### config.mk
export PLATFORM = sky130hd
export DESIGN_NAME = atm_db_arbiter
export DESIGN_NICKNAME = d
export VERILOG_FILES = /design/src/rtl/atm_db_arbiter.sv
export SDC_FILE = /design/constraint.sdc
export NUM_CORES = 1
export LEC_CHECK = 0
export BUFFER_PORTS_ARGS = -buffer_cell sky130_fd_sc_hd__buf_4
export CORE_MARGIN = 2
export CORE_UTILIZATION = 25
export DETAILED_ROUTE_END_ITERATION = 8
export GPL_TIMING_DRIVEN = 0
export SLEW_MARGIN = 0
export SYNTH_ARGS = -nofsm -noshare
export SYNTH_HDL_FRONTEND = slang
export SYNTH_SLANG_ARGS = --single-unit
### constraint.sdc
create_clock -name clk_i -period 2.3 [get_ports clk_i]
set_input_delay 0.69 -clock clk_i [delete_from_list [all_inputs] [get_ports clk_i]]
set_output_delay 0.69 -clock clk_i [all_outputs]
set_load 0.1 [all_outputs]
### src/rtl/atm_db_arbiter.sv
// Purpose : round-robin arbiter granting one ATM terminal exclusive,
//           transaction-long access to the shared account database.
// Latency : grant rises on the first edge req is sampled high while idle;
//           release takes one edge, then one RELEASE turnaround cycle follows.
// Backpressure: requesters simply wait. The owner keeps the database until
//           it pulses done, drops req (abort), or is forced out by timeout.
//
// Ports:
//   clk_i        rising-edge clock
//   rst_i        asynchronous active-high reset
//   req_i        per-terminal request, held for the whole transaction
//   done_i       per-terminal 1-cycle "transaction finished" pulse
//   grant_o      registered one-hot grant (at most one bit set)
//   grant_id_o   index of the granted terminal, meaningful while busy_o=1
//   busy_o       database owned (HOLD state); always equals |grant_o
//   abort_o      1-cycle pulse: the owner dropped req without done
//   timeout_o    1-cycle pulse: forced release (tied low without the macro)
//   txn_count_o  count of completed (done) transactions, wraps
//
// Optional feature macro: ATM_ARB_TIMEOUT_EN enables the HOLD watchdog.

module atm_db_arbiter #(
    parameter int N_TERM  = 4,
    parameter int ID_W    = 2,
    parameter int TIMEOUT = 16,
    parameter int CNT_W   = 16
) (
    input  logic              clk_i,
    input  logic              rst_i,
    input  logic [N_TERM-1:0] req_i,
    input  logic [N_TERM-1:0] done_i,
    output logic [N_TERM-1:0] grant_o,
    output logic [ID_W-1:0]   grant_id_o,
    output logic              busy_o,
    output logic              abort_o,
    output logic              timeout_o,
    output logic [CNT_W-1:0]  txn_count_o
);

    typedef enum logic [1:0] {
        ST_IDLE    = 2'd0,
        ST_HOLD    = 2'd1,
        ST_RELEASE = 2'd2
    } state_t;

    state_t            state_q, state_d;
    logic [N_TERM-1:0] grant_q, grant_d;
    logic [ID_W-1:0]   grant_id_q, grant_id_d;
    logic [ID_W-1:0]   rr_ptr_q, rr_ptr_d;
    logic              busy_q, busy_d;
    logic              abort_q, abort_d;
    logic [CNT_W-1:0]  txn_count_q, txn_count_d;
    logic              rel_vld;

`ifdef ATM_ARB_TIMEOUT_EN
    localparam int HC_W = (TIMEOUT > 1) ? $clog2(TIMEOUT) : 1;
    logic [HC_W-1:0]   hold_cnt_q, hold_cnt_d;
    logic              timeout_q, timeout_d;
`endif

    // Add an offset to a terminal index, wrapping at N_TERM rather than at
    // 2**ID_W so non-power-of-two terminal counts rotate correctly.
    function automatic logic [ID_W-1:0] wrap_add(input logic [ID_W-1:0] base,
                                                 input int off);
        int s;
        s = int'(base) + off;
        if (s >= N_TERM) begin
            s = s - N_TERM;
        end
        return s[ID_W-1:0];
    endfunction

    // Round-robin pick: scan from the highest offset down so the request
    // closest to rr_ptr (lowest offset) is the last writer and wins.
    logic            pick_vld;
    logic [ID_W-1:0] pick_id;
    logic [ID_W-1:0] cand;

    always_comb begin
        pick_vld = 1'b0;
        pick_id  = '0;
        cand     = '0;
        for (int i = N_TERM - 1; i >= 0; i--) begin
            cand = wrap_add(rr_ptr_q, i);
            if (req_i[cand]) begin
                pick_vld = 1'b1;
                pick_id  = cand;
            end
        end
    end

    // Next-state and output logic
    always_comb begin
        state_d     = state_q;
        grant_d     = grant_q;
        grant_id_d  = grant_id_q;
        rr_ptr_d    = rr_ptr_q;
        busy_d      = busy_q;
        abort_d     = 1'b0;
        txn_count_d = txn_count_q;
        rel_vld     = 1'b0;
`ifdef ATM_ARB_TIMEOUT_EN
        hold_cnt_d  = hold_cnt_q;
        timeout_d   = 1'b0;
`endif

        case (state_q)
            ST_IDLE: begin
                if (pick_vld) begin
                    grant_d    = {{(N_TERM-1){1'b0}}, 1'b1} << pick_id;
                    grant_id_d = pick_id;
                    busy_d     = 1'b1;
                    state_d    = ST_HOLD;
`ifdef ATM_ARB_TIMEOUT_EN
                    hold_cnt_d = '0;
`endif
                end
            end

            ST_HOLD: begin
                // done beats a simultaneous req drop, which beats the watchdog.
                // Other terminals' done/req changes are deliberately ignored.
                if (done_i[grant_id_q]) begin
                    rel_vld     = 1'b1;
                    txn_count_d = txn_count_q + CNT_W'(1);
                end else if (!req_i[grant_id_q]) begin
                    rel_vld = 1'b1;
                    abort_d = 1'b1;
                end
`ifdef ATM_ARB_TIMEOUT_EN
                else if (hold_cnt_q == HC_W'(TIMEOUT - 1)) begin
                    rel_vld   = 1'b1;
                    timeout_d = 1'b1;
                end else begin
                    hold_cnt_d = hold_cnt_q + HC_W'(1);
                end
`endif

                if (rel_vld) begin
                    grant_d  = '0;
                    busy_d   = 1'b0;
                    // Released owner becomes lowest priority next round.
                    rr_ptr_d = wrap_add(grant_id_q, 1);
                    state_d  = ST_RELEASE;
                end
            end

            ST_RELEASE: begin
                state_d = ST_IDLE;
            end

            default: begin
                state_d = ST_IDLE;
                grant_d = '0;
                busy_d  = 1'b0;
            end
        endcase
    end

    // State register
    always_ff @(posedge clk_i or posedge rst_i) begin
        if (rst_i) begin
            state_q     <= ST_IDLE;
            grant_q     <= '0;
            grant_id_q  <= '0;
            rr_ptr_q    <= '0;
            busy_q      <= 1'b0;
            abort_q     <= 1'b0;
            txn_count_q <= '0;
        end else begin
            state_q     <= state_d;
            grant_q     <= grant_d;
            grant_id_q  <= grant_id_d;
            rr_ptr_q    <= rr_ptr_d;
            busy_q      <= busy_d;
            abort_q     <= abort_d;
            txn_count_q <= txn_count_d;
        end
    end

`ifdef ATM_ARB_TIMEOUT_EN
    always_ff @(posedge clk_i or posedge rst_i) begin
        if (rst_i) begin
            hold_cnt_q <= '0;
            timeout_q  <= 1'b0;
        end else begin
            hold_cnt_q <= hold_cnt_d;
            timeout_q  <= timeout_d;
        end
    end

    assign timeout_o = timeout_q;
`else
    // No watchdog: a stuck owner keeps the database indefinitely.
    assign timeout_o = 1'b0;
`endif

    assign grant_o     = grant_q;
    assign grant_id_o  = grant_id_q;
    assign busy_o      = busy_q;
    assign abort_o     = abort_q;
    assign txn_count_o = txn_count_q;

endmodule

# Word level (Yosys, flattened, before mapping)
# Index checks and enable logic that the tools add are counted.
[totals]
register_bits = 28
out_inout_bits = 25
wordCells = 78
[classes]
n_addsub = 10
magnitude_cmp = 10
n_eq_ne = 4
n_shift = 1
mux = 39
bitwise = 1
reduce_logical = 6
[ops]
columns = ["op", "count"]
rows = [
  ["2-bit two-way mux", 11],
  ["1-bit two-way mux", 17],
  ["16-bit by 1-bit adder with 16-bit output, second input constant", 1],
  ["2-bit by 3-bit less-than comparator with 1-bit output, second input constant", 5],
  ["1-bit binary-select mux with 2-bit select", 6],
  ["3-bit >= comparator, second input constant", 4],
  ["4-bit case mux with 3 select lines", 1],
  ["2-bit by 1-bit subtractor with 2-bit output, second input constant", 5],
  ["4-bit two-way mux", 2],
  ["2-bit AND reduction", 4],
  ["2-bit by 1-bit adder with 3-bit output, second input constant", 2],
  ["2-bit by 2-bit adder with 3-bit output, second input constant", 2],
  ["2-bit inequality test, second input constant", 2],
  ["2-bit case mux with 2 select lines", 1],
  ["1-bit by 2-bit << shifter with 4-bit output, first input constant", 1],
  ["2-bit by 3-bit >= comparator with 1-bit output, second input constant", 1],
  ["1-bit case mux with 3 select lines", 1],
  ["3-bit AND reduction", 1],
  ["2-bit by 1-bit equality test with 1-bit output, second input constant", 1],
  ["2-bit equality test, second input constant", 1],
  ["2-bit zero test", 1],
  ["1-bit NOT", 1],
]

# Logic depth before layout (Yosys ltp)
# Gate-level depths: netlist of run 1.
[depth]
word_depth = 12
ltp_mapped = 5

# Worst setup path after synthesis of run 1
# OpenSTA, ideal clock, no wires.
[synth_path]
kind = "reg-to-reg"
from = "register grant_id_q[1] (netlist: grant_id_o[1])"
to = "register rr_ptr_q[1]"
arrival_time_ns = 2.217
t_required_ns = 2.175
slack_ns = -0.042
stages_incl_launch_ff = 5
synth_period_minus_slack_ns = 2.342
path_cell_list = "dfrtp_1 mux4_1 nor2b_4 nor2_4 mux2_2"
[synth_via]
elab_chain_cells = 6
elab_cells_between_ends = 12
[synth_lines]
columns = ["item", "line_no", "rtl"]
rows = [
  ["start: declaration", "48", "logic [ID_W-1:0] grant_id_q, grant_id_d;"],
  ["start signal: assignment", "173", "grant_id_q <= grant_id_d;"],
  ["1-bit binary-select mux with 2-bit select", "126", "end else if (!req_i[grant_id_q]) begin"],
  ["1-bit two-way mux (implied by the code)", "126", ""],
  ["1-bit two-way mux", "126", ""],
  ["1-bit two-way mux", "123", "if (done_i[grant_id_q]) begin"],
  ["1-bit two-way mux", "107", "case (state_q)"],
  ["2-bit AND reduction (no source line)", "--", ""],
  ["end signal: assignment", "174", "rr_ptr_q <= rr_ptr_d;"],
  ["end: declaration", "49", "logic [ID_W-1:0] rr_ptr_q, rr_ptr_d;"],
]
# Parallel ways exist; a longest one is shown, timed or not. The select of a mux whose other input is x is not followed.
# A chain may end at the register's enable or synchronous reset.

# Final worst setup path of run 1
[layout_path]
from = "input req_i[0]"
to = "register grant_q[1] (netlist: grant_o[1])"
[layout_via]
elab_chain_cells = 9
elab_cells_between_ends = 27
[layout_lines]
columns = ["item", "line_no", "rtl"]
rows = [
  ["start: declaration", "30", "input logic [N_TERM-1:0] req_i,"],
  ["1-bit binary-select mux with 2-bit select", "85", "if (req_i[cand]) begin"],
  ["1-bit two-way mux (implied by the code)", "85", ""],
  ["2-bit two-way mux (4 in a row)", "85", ""],
  ["1-bit by 2-bit << shifter with 4-bit output", "110", "grant_d = {{(N_TERM-1){1'b0}}, 1'b1} << pick_id;"],
  ["4-bit two-way mux", "109", "if (pick_vld) begin"],
  ["4-bit case mux with 3 select lines", "107", ""],
  ["end signal: assignment", "172", "grant_q <= grant_d;"],
  ["end: declaration", "47", "logic [N_TERM-1:0] grant_q, grant_d;"],
]
# Parallel ways exist; a longest one is shown, timed or not. The select of a mux whose other input is x is not followed.

==> results.sh, run 1 <==
export IMPL_drt_total_wl_um=2570
export IMPL_io_pin_count=35
export IMPL_finalCritPeriodShare=0.795
export IMPL_grt_max_degree=29
export IMPL_hold_violations=0
export IMPL_row_count=26
export IMPL_postCtsHoldBufs=0
export IMPL_pwr_share_comb=0.577
export IMPL_core_area_mm2=0.00517
export IMPL_sw_frac_of_total=0.544
export IMPL_rsz0062_at_grt="no"
export IMPL_setup_viol_count_final=0
export IMPL_worstSetupPathType="in -> reg"
export IMPL_grt_antenna_before_repair=0
export IMPL_grt_overflow=0
export IMPL_fin_setup_tns_ns=0
export IMPL_crit_required_ns=2.51
export IMPL_end_kind="flop"
export IMPL_min_to="txn_count_o[15]"
export IMPL_internal_power_w=0.00115
export IMPL_cts_buffers=3
export IMPL_p_switching_w=0.00137
export IMPL_drt_pass1_iterations=4
export IMPL_wire_per_inst_um=11.7
export IMPL_nNetsFinal=162
export IMPL_synthArstFlopShare=1.00
export IMPL_worst_path_max_fanout=6
export IMPL_maxSlewViolCount=0
export IMPL_holdWs_ns=0.479
export IMPL_highest_layer="met4"
export IMPL_antenna_left=0
export IMPL_p_leak_nw=0.797
export IMPL_finClkSkew_ns=0.00234
export IMPL_syn_mean_instance_area_um2=11.9
export IMPL_rr_worst_depth=4
export IMPL_port_buffers=33
export IMPL_synth_nets=124
export IMPL_reg2reg_from="grant_id_o[1]"
export IMPL_relSlewSlack=0.285
export IMPL_wl_met3_um=119
export IMPL_clk_insertion_delay_late_ns=0.27
export IMPL_ys_ff_latch=28
export IMPL_die_h_um=77.5
export IMPL_via_count=963
export IMPL_status="complete, no violations"
export IMPL_dp_cells=216
export IMPL_grt_use_total=0.0907
export IMPL_gp_congestion=0.706
export IMPL_final_cell_count_no_fill=220
export IMPL_die_w_um=77.5
export IMPL_finalCriticalPeriod_ns=1.83
export IMPL_synth_area_mm2=0.00135
export IMPL_cts_setup_buffers=0
export IMPL_fillers=523
export IMPL_dr_wl_met2_um=1250
export IMPL_synth_edf_count=0
export IMPL_synthCells=113
export IMPL_clockPowerShare=0.106
export IMPL_diodes=0
export IMPL_cts_buffer_depth=2
export IMPL_power_density_mw_per_mm2=1450
export IMPL_clkTransAtPathRegs_ns=0.09
export IMPL_crit_path_start_kind="primary input"
export IMPL_worst_pin_slew_ns=1.07
export IMPL_hp_start="txn_count_o[15]"
export IMPL_drc_errors=0
export IMPL_syn2layout_area_growth_pct=28.4
export IMPL_clock_root_buffer="clkbuf_8"
export IMPL_reg2reg_to="rr_ptr_q[1]"
export IMPL_ff2ff_setup_slack_ns=0.55
export IMPL_place_hpwl_um=1970
export IMPL_grt_pass1_vias=941
export IMPL_cts_tree="built"
export IMPL_yosys_warnings=0
export IMPL_cts_sinks=28
export IMPL_ys_flop_type="dfrtp_1"
export IMPL_worstPathArrival_ns=2.04
export IMPL_yosys_area_top_type_share=0.519
export IMPL_ir_worst_vdd_uv=521
export IMPL_power_frac_seq=0.318
export IMPL_grt_pass1_wl_um=4400
export IMPL_hold_depth=1
export IMPL_initial_core_util=0.261
export IMPL_wl_met1_um=1180
export IMPL_drt_iter0_drc=19
export IMPL_ys_types=40
export IMPL_netlist_top_cells_area="dfrtp_1, xnor2_1, nand2_1"
export IMPL_viasPerCell=4.38
export IMPL_die_area_mm2=0.00600
export IMPL_fmax_mhz=547
export IMPL_synth_area_leader_cell="dfrtp_1"
export IMPL_cap_violations=0
export IMPL_holdCritPathClass="reg -> reg"
export IMPL_drive_gt1_frac=0.340
export IMPL_htree_levels=1
export IMPL_ys_seq_area_frac=0.519
export IMPL_cts_resized=0
## synth_stat cells (all sizes together) (2+ instances only)
cell / count
nor2: 5
xnor2: 14
nor3: 2
nand3: 6
mux4: 2
xor2: 2
nor4: 2
nand4: 3
mux2: 2
a22o: 2
dfrtp: 28
mux2i: 2
inv: 2
buf: 2
and3: 2
and2: 3
o2bb2ai: 3
and4: 3
a21oi: 4
nand2b: 2
nand2: 9
nor2b: 2
## per-stage QoR
step                      setup slack, ns  area [um^2]   util  total power [W]
after floorplan                     0.260         1350      -          0.00196
final                               0.472         1730  0.335          0.00252
after CTS                           0.457         1730  0.335          0.00255
after global placement              0.164         1690  0.326          0.00227
after global routing                0.323         1730  0.335          0.00266
after detailed placement            0.163         1690  0.326          0.00228
## worst max path at each step
| stage | from | end | slack, ns | cells after the start |
|---|---|---|---|---|
| 2_1_floorplan | txn_count_o[2] | txn_count_o[11] | 0.26 | 4 |
| 4_1_cts | req_i[3] | grant_o[1] | 0.46 | 5 |
| 3_3_place_gp | req_i[3] | grant_o[3] | 0.16 | 5 |
| 6_report | req_i[0] | grant_o[1] | 0.47 | 5 |
| 5_1_grt | req_i[0] | grant_o[3] | 0.32 | 5 |
| 3_5_place_dp | req_i[3] | grant_o[1] | 0.16 | 5 |
## area by class of cell
| cell class | instances | area (um^2) | share of cell area |
|---|---|---|---|
| Timing Repair Buffer | 33 | 248 | 0.143 |
| Sequential cell | 28 | 703 | 0.406 |
| Tap cell | 70 | 87.6 | 0.0505 |
| Inverter | 2 | 7.51 | 0.00433 |
| Clock buffer | 4 | 45.0 | 0.0260 |
| Multi-Input combinational cell | 81 | 623 | 0.360 |
| Buffer | 2 | 18.8 | 0.0108 |
## cells in the final DEF (no fill, tap or decap), drive strengths merged, types with 2 or more instances in the layout
master,Yosys,routed
a22o,2,2
buf,2,35
and4,3,3
and2,3,3
o2bb2ai,3,3
nor2b,2,2
a21oi,4,4
mux2i,2,2
nor3,2,2
xor2,2,2
xnor2,14,14
nor2,5,5
mux4,2,2
inv,2,2
and3,2,2
dfrtp,28,28
nand3,6,6
nand2b,2,2
mux2,2,2
clkbuf,0,4
nand4,3,3
nand2,9,9
nor4,2,2
## logic make-up (layout without fill, tap and decap cells)
family / Yosys count / after routing / synth area share
other: 1 / 1 / 0.00278
AND/OR/NAND/NOR: 42 / 42 / 0.198
XOR/XNOR: 16 / 16 / 0.104
AO/OA/AOI/OAI: 15 / 15 / 0.0797
adder cells (fa/ha/maj): 1 / 1 / 0.00927
flip-flops: 28 / 28 / 0.519
multiplexers: 6 / 6 / 0.0677
buffers and inverters: 4 / 41 / 0.0195
## registers in the layout, summed over array words and instances, names as in the netlist
name	cells
txn_count_o	16
rr_ptr_q	2
abort_o	1
grant_o	4
state_q	2
busy_o	1
grant_id_o	2
## worst max-delay path, stage by stage
cell    delay, ns
buf_4        0.11
nor4_1       0.07
or3_1        0.38
nor4_1       0.56
a22o_1       0.22
## layer usage
metal / GRT usage / up-vias
met1: 0.119 / 464
met4: 0.0321 / 0
met5: 0 / -
met3: 0.0209 / 2
met2: 0.146 / 22
li1: - / 475
## power by group through the flow
stage | combinational [W] | clock, W | sequential (W)
4_1_cts | 0.00146 | 0.000282 | 0.000804
3_3_place_gp | 0.00145 | 0 | 0.000818
2_1_floorplan | 0.000417 | 0 | 0.00155
5_1_grt | 0.00153 | 0.000304 | 0.000827
6_report | 0.00145 | 0.000266 | 0.000799
3_5_place_dp | 0.00146 | 0 | 0.000814
Note: power is estimated with default switching activity, not from simulation.
==> run 2, diff against run 1 <==
- clock period: 2.3 -> 1.75 ns (I/O delays scaled with it)
==> run 2 against run 1 <==
First-iteration DRC count is 47% higher. Sequential power is 33% higher. Sequential share of layout area decreased by 0.80 points. Critical path depth shrank 3. Sequential cell count did not move. Total power is 43% higher. Critical path type is now reg -> out.
==> results.sh, run 2 (synthesized netlist as in run 1, its figures left out) <==
export IMPL_status="complete, no violations"
export IMPL_core_area_mm2=0.00517
export IMPL_place_area_mm2=0.00170
export IMPL_grt_overflow=0
export IMPL_syn2layout_area_growth_pct=34.7
export IMPL_crit_path_start_kind="flop"
export IMPL_drt_total_wl_um=2630
export IMPL_cpPeakStageDelay_ns=0.51
export IMPL_finClkSkew_ns=0.00140
export IMPL_crit_required_ns=1.22
export IMPL_stdcell_area_mm2=0.00182
export IMPL_die_w_um=77.5
export IMPL_clk_insertion_delay_late_ns=0.27
export IMPL_setup_viol_count_final=0
export IMPL_htree_levels=1
export IMPL_relSlewSlack=0.297
export IMPL_cap_violations=0
export IMPL_antenna_left=0
export IMPL_worst_pin_slew_ns=1.05
export IMPL_cts_buffer_depth=2
export IMPL_initial_core_util=0.261
export IMPL_p_leak_nw=0.812
export IMPL_finalCritPeriodShare=0.966
export IMPL_finalCriticalPeriod_ns=1.69
export IMPL_final_cell_mix="buf_4, xnor2_1, dfrtp_1"
export IMPL_rr_worst_depth=4
export IMPL_grt_pass1_wl_um=4460
export IMPL_worstPathArrival_ns=1.17
export IMPL_ir_worst_vdd_uv=1460
export IMPL_clock_root_buffer="clkbuf_8"
export IMPL_cts_buffers=3
export IMPL_nNetsFinal=166
export IMPL_maxSlewViolCount=0
export IMPL_finalPower_w=0.00359
export IMPL_final_cell_count_no_fill=224
export IMPL_finalWorstSetupSlack_ns=0.0590
export IMPL_crit_top_cell="buf_4"
export IMPL_hold_violations=0
export IMPL_hold_depth=1
export IMPL_holdWs_ns=0.478
export IMPL_drive_gt1_frac=0.461
export IMPL_worst_path_max_fanout=4
export IMPL_rsz0062_at_grt="no"
export IMPL_diodes=0
export IMPL_grt_max_degree=29
export IMPL_pre_cts_ws_ns=-0.188
export IMPL_row_count=26
export IMPL_io_pin_count=35
export IMPL_viasPerCell=4.45
export IMPL_cts_tree="built"
export IMPL_grt_antenna_before_repair=0
export IMPL_worstSetupPathType="reg -> out"
export IMPL_die_area_mm2=0.00600
export IMPL_holdCritPathClass="reg -> reg"
export IMPL_postCtsHoldBufs=0
export IMPL_drc_errors=0
export IMPL_largest_reg_flops=16
export IMPL_gp_congestion=0.787
export IMPL_port_buffers=33
export IMPL_cts_sinks=28
export IMPL_drt_iter0_drc=28
export IMPL_end_kind="output pin"
export IMPL_die_h_um=77.5
export IMPL_grt_use_total=0.0934
export IMPL_crit_chain="buf_4 > buf_4"
export IMPL_wire_per_inst_um=11.7
export IMPL_grt_pass1_vias=943
export IMPL_clkTransAtPathRegs_ns=0.10
export IMPL_power_density_mw_per_mm2=1980
export IMPL_place_hpwl_um=1950
export IMPL_final_common_cell="buf_4"
export IMPL_fmax_mhz=591
export IMPL_via_count=997
export IMPL_dp_cells=216
export IMPL_crit_path_top_delay_cell="dfrtp_4"
export IMPL_drt_pass1_iterations=4
run 2: worst max-delay path, delay by kind of cell (launching register included):
kind	cells	cell delay, ns
DFF	1	0.51
buffers and inverters	2	0.37
run 2: power by group:
part / leakage [nW] / internal, W / total [W] / switching [W]
sequential: 0.347 / 0.000860 / 0.00106 / 0.000205
combinational: 0.429 / 0.000571 / 0.00202 / 0.00145
clock: 0.0357 / 0.000306 / 0.000510 / 0.000204
run 2: worst paths after layout:
| check | start | endpoint | slack, ns |
|---|---|---|---|
| setup / recovery | grant_id_o[0] | grant_id_o[0] | 0.06 |
| hold / removal | txn_count_o[7] | txn_count_o[7] | 0.48 |
| setup reg to reg | grant_id_o[1] | rr_ptr_q[1] | 0.06 |
| hold reg to reg | txn_count_o[7] | txn_count_o[7] | 0.48 |
| max in group asynchronous | rst_i | grant_id_o[0] | 0.49 |
| min in group asynchronous | rst_i | txn_count_o[14] | 0.51 |
run 2: cell type report:
cell class	instances	area [um^2]
Fill cell	516	3350
Sequential cell	28	723
Multi-Input combinational cell	81	632
Timing Repair Buffer	37	278
Tap cell	70	87.6
Clock buffer	3	41.3
Clock inverter	1	30.0
Buffer	2	18.8
Inverter	2	7.51
run 2: through the flow:
step                utilization  setup TNS, ns
global route              0.351              0
global placement          0.329          -1.32
floorplan                     -          -1.37
finish                    0.351              0
CTS                       0.344              0
detailed placement        0.329          -1.45
run 2: timing repair:
item	in CTS	in global routing
cloned	0	0
setup buffers	0	4
gates resized for setup	1	1
setup endpoints to repair	2	9
run 2: per-layer routing:
layer | wire, um | track usage
met1 | 1300 | 0.128
met2 | 1120 | 0.143
met3 | 187 | 0.0326
met4 | 22 | 0.0214
met5 | 0 | 0
